File: src/rtl/gray_pkg.sv
// Shared Gray-code helpers and width limits for the Gray counter and pointer synchronisers.
// Optional build macro honoured by users of this package: GRAY_COUNTER_SATURATE_EN.
package gray_pkg;

   localparam int GRAY_WIDTH_MIN = 2;
   localparam int GRAY_WIDTH_MAX = 32;

   typedef enum logic [1:0] {
      OP_HOLD,
      OP_LOAD,
      OP_UP,
      OP_DOWN
   } step_op_e;

   function automatic logic [31:0] bin2gray(input logic [31:0] w);
      return w ^ (w >> 1);
   endfunction

   // Each binary bit is the XOR of all Gray bits at or above it.
   function automatic logic [31:0] gray2bin(input logic [31:0] w);
      logic [31:0] b;
      b[31] = w[31];
      for (int i = 30; i >= 0; i--) begin
         b[i] = b[i+1] ^ w[i];
      end
      return b;
   endfunction

endpackage

File: src/rtl/gray_next.sv
// Combinational next-state logic for gray_counter_n: load/step/hold selection, wrap or saturate.
// Define GRAY_COUNTER_SATURATE_EN to clamp at the ends instead of wrapping.
module gray_next
   import gray_pkg::*;
#(
   parameter int WIDTH = 4
) (
   input  logic [WIDTH-1:0] cnt,
   input  logic             en,
   input  logic             up,
   input  logic             load,
   input  logic [WIDTH-1:0] load_val,
   output logic [WIDTH-1:0] nxt_bin,
   output logic [WIDTH-1:0] nxt_gray,
   output logic             nxt_tc
);

   localparam logic [WIDTH-1:0] MAX_VAL = '1;
   localparam logic [WIDTH-1:0] ONE_VAL = WIDTH'(1);

   step_op_e w_op;
   logic     w_atMax;
   logic     w_atZero;

   assign w_atMax  = (cnt == MAX_VAL);
   assign w_atZero = (cnt == '0);

   // Load outranks counting; up is only looked at when a step is actually taken.
   always_comb begin
      w_op = OP_HOLD;
      if (load) begin
         w_op = OP_LOAD;
      end else if (en) begin
         w_op = up ? OP_UP : OP_DOWN;
      end
   end

   // tc flags the step that wraps (or, when saturating, the step that lands on the end value).
   always_comb begin
      nxt_bin = cnt;
      nxt_tc  = 1'b0;
      unique case (w_op)
         OP_LOAD: begin
            nxt_bin = load_val;
         end
         OP_UP: begin
`ifdef GRAY_COUNTER_SATURATE_EN
            if (!w_atMax) begin
               nxt_bin = cnt + ONE_VAL;
               nxt_tc  = (cnt == (MAX_VAL - ONE_VAL));
            end
`else
            nxt_bin = cnt + ONE_VAL;
            nxt_tc  = w_atMax;
`endif
         end
         OP_DOWN: begin
`ifdef GRAY_COUNTER_SATURATE_EN
            if (!w_atZero) begin
               nxt_bin = cnt - ONE_VAL;
               nxt_tc  = (cnt == ONE_VAL);
            end
`else
            nxt_bin = cnt - ONE_VAL;
            nxt_tc  = w_atZero;
`endif
         end
         default: begin
         end
      endcase
   end

   assign nxt_gray = WIDTH'(bin2gray(32'(nxt_bin)));

endmodule

File: src/rtl/gray_counter_n.sv
// Parametrised Gray-code counter with enable, direction, load, binary mirror and terminal-count pulse.
// Build option: define GRAY_COUNTER_SATURATE_EN for saturating instead of wrapping ends.
module gray_counter_n
   import gray_pkg::*;
#(
   parameter int          WIDTH = 4,
   parameter int unsigned INIT  = 0
) (
   input  logic             clk,
   input  logic             reset_n,
   input  logic             en,
   input  logic             up,
   input  logic             load,
   input  logic [WIDTH-1:0] load_val,
   output logic [WIDTH-1:0] gray_out,
   output logic [WIDTH-1:0] bin_out,
   output logic             tc
);

   if ((WIDTH < GRAY_WIDTH_MIN) || (WIDTH > GRAY_WIDTH_MAX)) begin : g_badWidth
      $fatal(1, "gray_counter_n: WIDTH=%0d outside %0d..%0d", WIDTH, GRAY_WIDTH_MIN, GRAY_WIDTH_MAX);
   end
   if (longint'(INIT) >= (longint'(1) << WIDTH)) begin : g_badInit
      $fatal(1, "gray_counter_n: INIT=%0d does not fit in %0d bits", INIT, WIDTH);
   end

   localparam logic [WIDTH-1:0] INIT_BIN  = WIDTH'(INIT);
   localparam logic [WIDTH-1:0] INIT_GRAY = WIDTH'(bin2gray(32'(INIT_BIN)));

   logic [WIDTH-1:0] r_bin;
   logic [WIDTH-1:0] r_gray;
   logic             r_tc;
   logic [WIDTH-1:0] w_nxtBin;
   logic [WIDTH-1:0] w_nxtGray;
   logic             w_nxtTc;

   gray_next #(
      .WIDTH(WIDTH)
   ) u_next (
      .cnt     (r_bin),
      .en      (en),
      .up      (up),
      .load    (load),
      .load_val(load_val),
      .nxt_bin (w_nxtBin),
      .nxt_gray(w_nxtGray),
      .nxt_tc  (w_nxtTc)
   );

   // Gray is registered from the next binary value so the output bus never glitches.
   always_ff @(posedge clk or negedge reset_n) begin
      if (!reset_n) begin
         r_bin  <= INIT_BIN;
         r_gray <= INIT_GRAY;
         r_tc   <= 1'b0;
      end else begin
         r_bin  <= w_nxtBin;
         r_gray <= w_nxtGray;
         r_tc   <= w_nxtTc;
      end
   end

   assign bin_out  = r_bin;
   assign gray_out = r_gray;
   assign tc       = r_tc;

endmodule

File: config.mk
export PLATFORM = sky130hd
export DESIGN_NAME = gray_counter_n
export DESIGN_NICKNAME = d
export VERILOG_FILES = /design/src/rtl/gray_pkg.sv /design/src/rtl/gray_next.sv /design/src/rtl/gray_counter_n.sv
export SDC_FILE = /design/constraint.sdc
export NUM_CORES = 1
export LEC_CHECK = 0
export ABC_CLOCK_PERIOD_IN_PS = 3860
export BUFFER_PORTS_ARGS = -buffer_cell sky130_fd_sc_hd__buf_2
export CAP_MARGIN = 30
export CORE_AREA = 2 2 39 41
export DETAILED_ROUTE_END_ITERATION = 8
export DIE_AREA = 0 0 41 43
export GPL_TIMING_DRIVEN = 0
export PLACE_DENSITY_LB_ADDON = 0.12
export SETUP_SLACK_MARGIN = 0.05
export SKIP_CTS_REPAIR_TIMING = 1
export SYNTH_ARGS = -nofsm -noshare
export SYNTH_HDL_FRONTEND = slang
export SYNTH_HIERARCHICAL = 1
export SYNTH_SLANG_ARGS = --single-unit
export TNS_END_PERCENT = 1
File: constraint.sdc
create_clock -name clk -period 3.86 [get_ports clk]
set_clock_uncertainty 0.1 [all_clocks]
set_input_delay 0.386 -clock clk [delete_from_list [all_inputs] [get_ports clk]]
set_output_delay 0.386 -clock clk [all_outputs]
set_load 0.02 [all_outputs]
==> metrics.txt <==
status finished, final reports clean; Synth Instances 46; fin. max-slew vios 0; vias in the first global route 382; peak supply drop 0.000290 V; Worst Setup Start Kind register; largest family of logic cells by synthesized area XOR/XNOR gates; mux contribution to synthesized area 4.39%; final net count 79; Filler Cells Inserted 145; Area Growth Syn to Fin 29.2%; cts bufs inserted 3; endpoint class of the critical path register; CTS tree built; Hold Path Class input pin to register; die width 41 µm; Yosys reg bits 9; mean area per synthesized cell 10.5 µm²; RePlAce Congestion 0.600; H-tree Lvls 1; Vias/cell 4.88; setup_tns 0 ns; Core Region 1380 µm²; Achievable Freq 0.447 GHz; CTS sink cnt 9; Initial Util 35.0%; CP required 3.90 ns; Final Hold Violating Endpoints 0; CP max FO 7; layer with the highest usage met2; Compound-Gate Fraction of Synth Area 12.4%; GRT Util Overall 13.6%; grt met3 use 7.85%; global route overflow 0; slowest CP cell dfrtp_1; DP Area 589 µm²; io pins 18; Synth Cell Area 484 µm²; routing usage on met1 15.4%; Tmin final 2.24 ns; Rows 14; post-route ant nets 0; MaxCap Viol Count 0; Die Area 1760 µm²; Post-Synth XOR/XNOR Area 17.6%; WS Path Type register to register; detailed placement HPWL 730 µm; Buf/Inv on CP 0; final setup fails 0; Port Buffers 17; DRC viols 0; CTS root buf clkbuf_4; Max Root-Sink Buffers 2; vias 410; Routed WL per cell 11.4 µm; Design Area, Final 626 µm²; post-synthesis simple-gate area fraction 12.4%; initial antenna violation count 0; biggest cell delay along the critical path 0.45 ns; share of layout cells above drive strength 1 36.8%; Pwr Density 475 nW/µm²; Die Height 43 µm; Worst EP arrival 2.28 ns; Worst Max-Slew Pin Slew 0.339 ns; Leak 0.315 nW; CTS clk-pin slew, worst paths 0.05 ns; antenna cells 0; Ys Warns 6; Final period util 58.0%; Largest delay share family, worst path XOR/XNOR gates; crit path cell chain xor2_1 -> ha_1 -> and2_1 -> o21ai_1 -> xor2_1 -> xor3_1 -> mux2_2; DR pass1 iterations 4; largest net degree at the start of global routing 11; CP most frequent cell xor2_1; critical path startpoint bin_out[1]; grt met2 use 18.1%; Slew HR 77.4%; Post-Synth Adder-Cell Area 2.58%; Routed Wire Length 961 µm; clk_lat worst skew 0.27 ns; first-pass GRT wire length 1500 µm; sequential share of the synthesized area 46.5%; worst hold start load_val[3]; Yosys cell types 22; RSZ-0062 raised after global routing false; Crit Reg-Reg Startpoint bin_out[1]; Synthesized Nets 56; Initial DRC Count 6
[per-layer routing]
metal  vias to the layer above  part of all wire (%)  routed length [µm]
met1                       195                    40                 382
li1                        198                     -                   -
met4                         0                   2.8                  27
met2                        13                    49                 472
met5                         -                     0                   0
met3                         4                   8.2                  79
[per-stage QoR]
step                total power [W]  std cells  setup WS, ns  utilization, %  hold WS (ns)
detailed placement         0.000227         79          1.43            42.6         0.144
finish                     0.000297         84          1.62            45.2         0.301
global placement           0.000226         79          1.46            42.6         0.143
global route               0.000317         84          1.52            45.2         0.312
floorplan                  0.000193         46          1.70               -      -0.00959
CTS                        0.000302         83          1.61            44.5        -0.147
[layout make-up]
cell class,count,area [µm²],area share (%)
multi-input cells,33,239,38.2
clock buffers,4,26.3,4.20
repair buffers,18,95.1,15.2
flip-flops and latches,9,225,36.0
well taps,16,20.0,3.20
inverters,2,7.51,1.20
plain buffers,2,12.5,2.00
[state kept, by name, summed over array words and instances, names as in the netlist]
name	flops
bin_out	4
gray_out	4
tc	1
[cell usage after synthesis, drive strengths merged]
cell type / n / area, µm²
nor3: 2 / 10.0
mux2i: 1 / 10.0
and4: 1 / 10.0
mux2: 1 / 11.3
o21ai: 4 / 20.0
buf: 2 / 12.5
o31ai: 1 / 12.5
o21a: 1 / 7.51
a211oi: 1 / 7.51
xnor2: 3 / 26.3
a21oi: 1 / 5.00
nand2: 4 / 15.0
xor3: 1 / 23.8
dfrtp: 9 / 225
ha: 1 / 12.5
a22oi: 1 / 7.51
and2: 1 / 6.26
nor2: 5 / 18.8
xor2: 4 / 35.0
inv: 2 / 7.51
[placed cells by master, fill, tap and decap left out, types with 2 or more instances in the layout]
master     n
clkbuf_4   3
nor2_1     5
nor3_1     2
xnor2_1    3
inv_1      2
dfrtp_1    9
nand2_1    4
xor2_1     4
o21ai_0    3
buf_2     18
[power breakdown]
| group | total, W | switching [W] | internal, W |
|---|---|---|---|
| Sequential | 0.000123 | 0.0000120 | 0.000111 |
| Combinational | 0.000101 | 0.0000553 | 0.0000458 |
| Clock | 0.0000726 | 0.0000328 | 0.0000398 |
[worst paths after layout]
path                                to  slack [ns]  cells after the start
setup / recovery           gray_out[2]        1.62                      7
hold / removal              bin_out[3]        0.30                      3
setup reg to reg           gray_out[2]        1.62                      7
hold reg to reg                     tc        0.55                      2
max in group asynchronous   bin_out[2]        3.09                      2
min in group asynchronous  gray_out[1]        0.40                      2
[logic make-up after synthesis]
kind of cell | count (synthesis)
simple gates | 13
compound gates | 9
flops | 9
xor+xnor | 8
buf+inv | 4
mux | 2
fa+ha+maj | 1
[worst register-to-register path: stages, from the launching register on]
cell	delay (ns)
dfrtp_1	0.45
xor2_1	0.19
ha_1	0.19
and2_1	0.15
o21ai_1	0.17
xor2_1	0.25
xor3_1	0.34
mux2_2	0.27
Note: power is estimated with default switching activity, not from simulation.
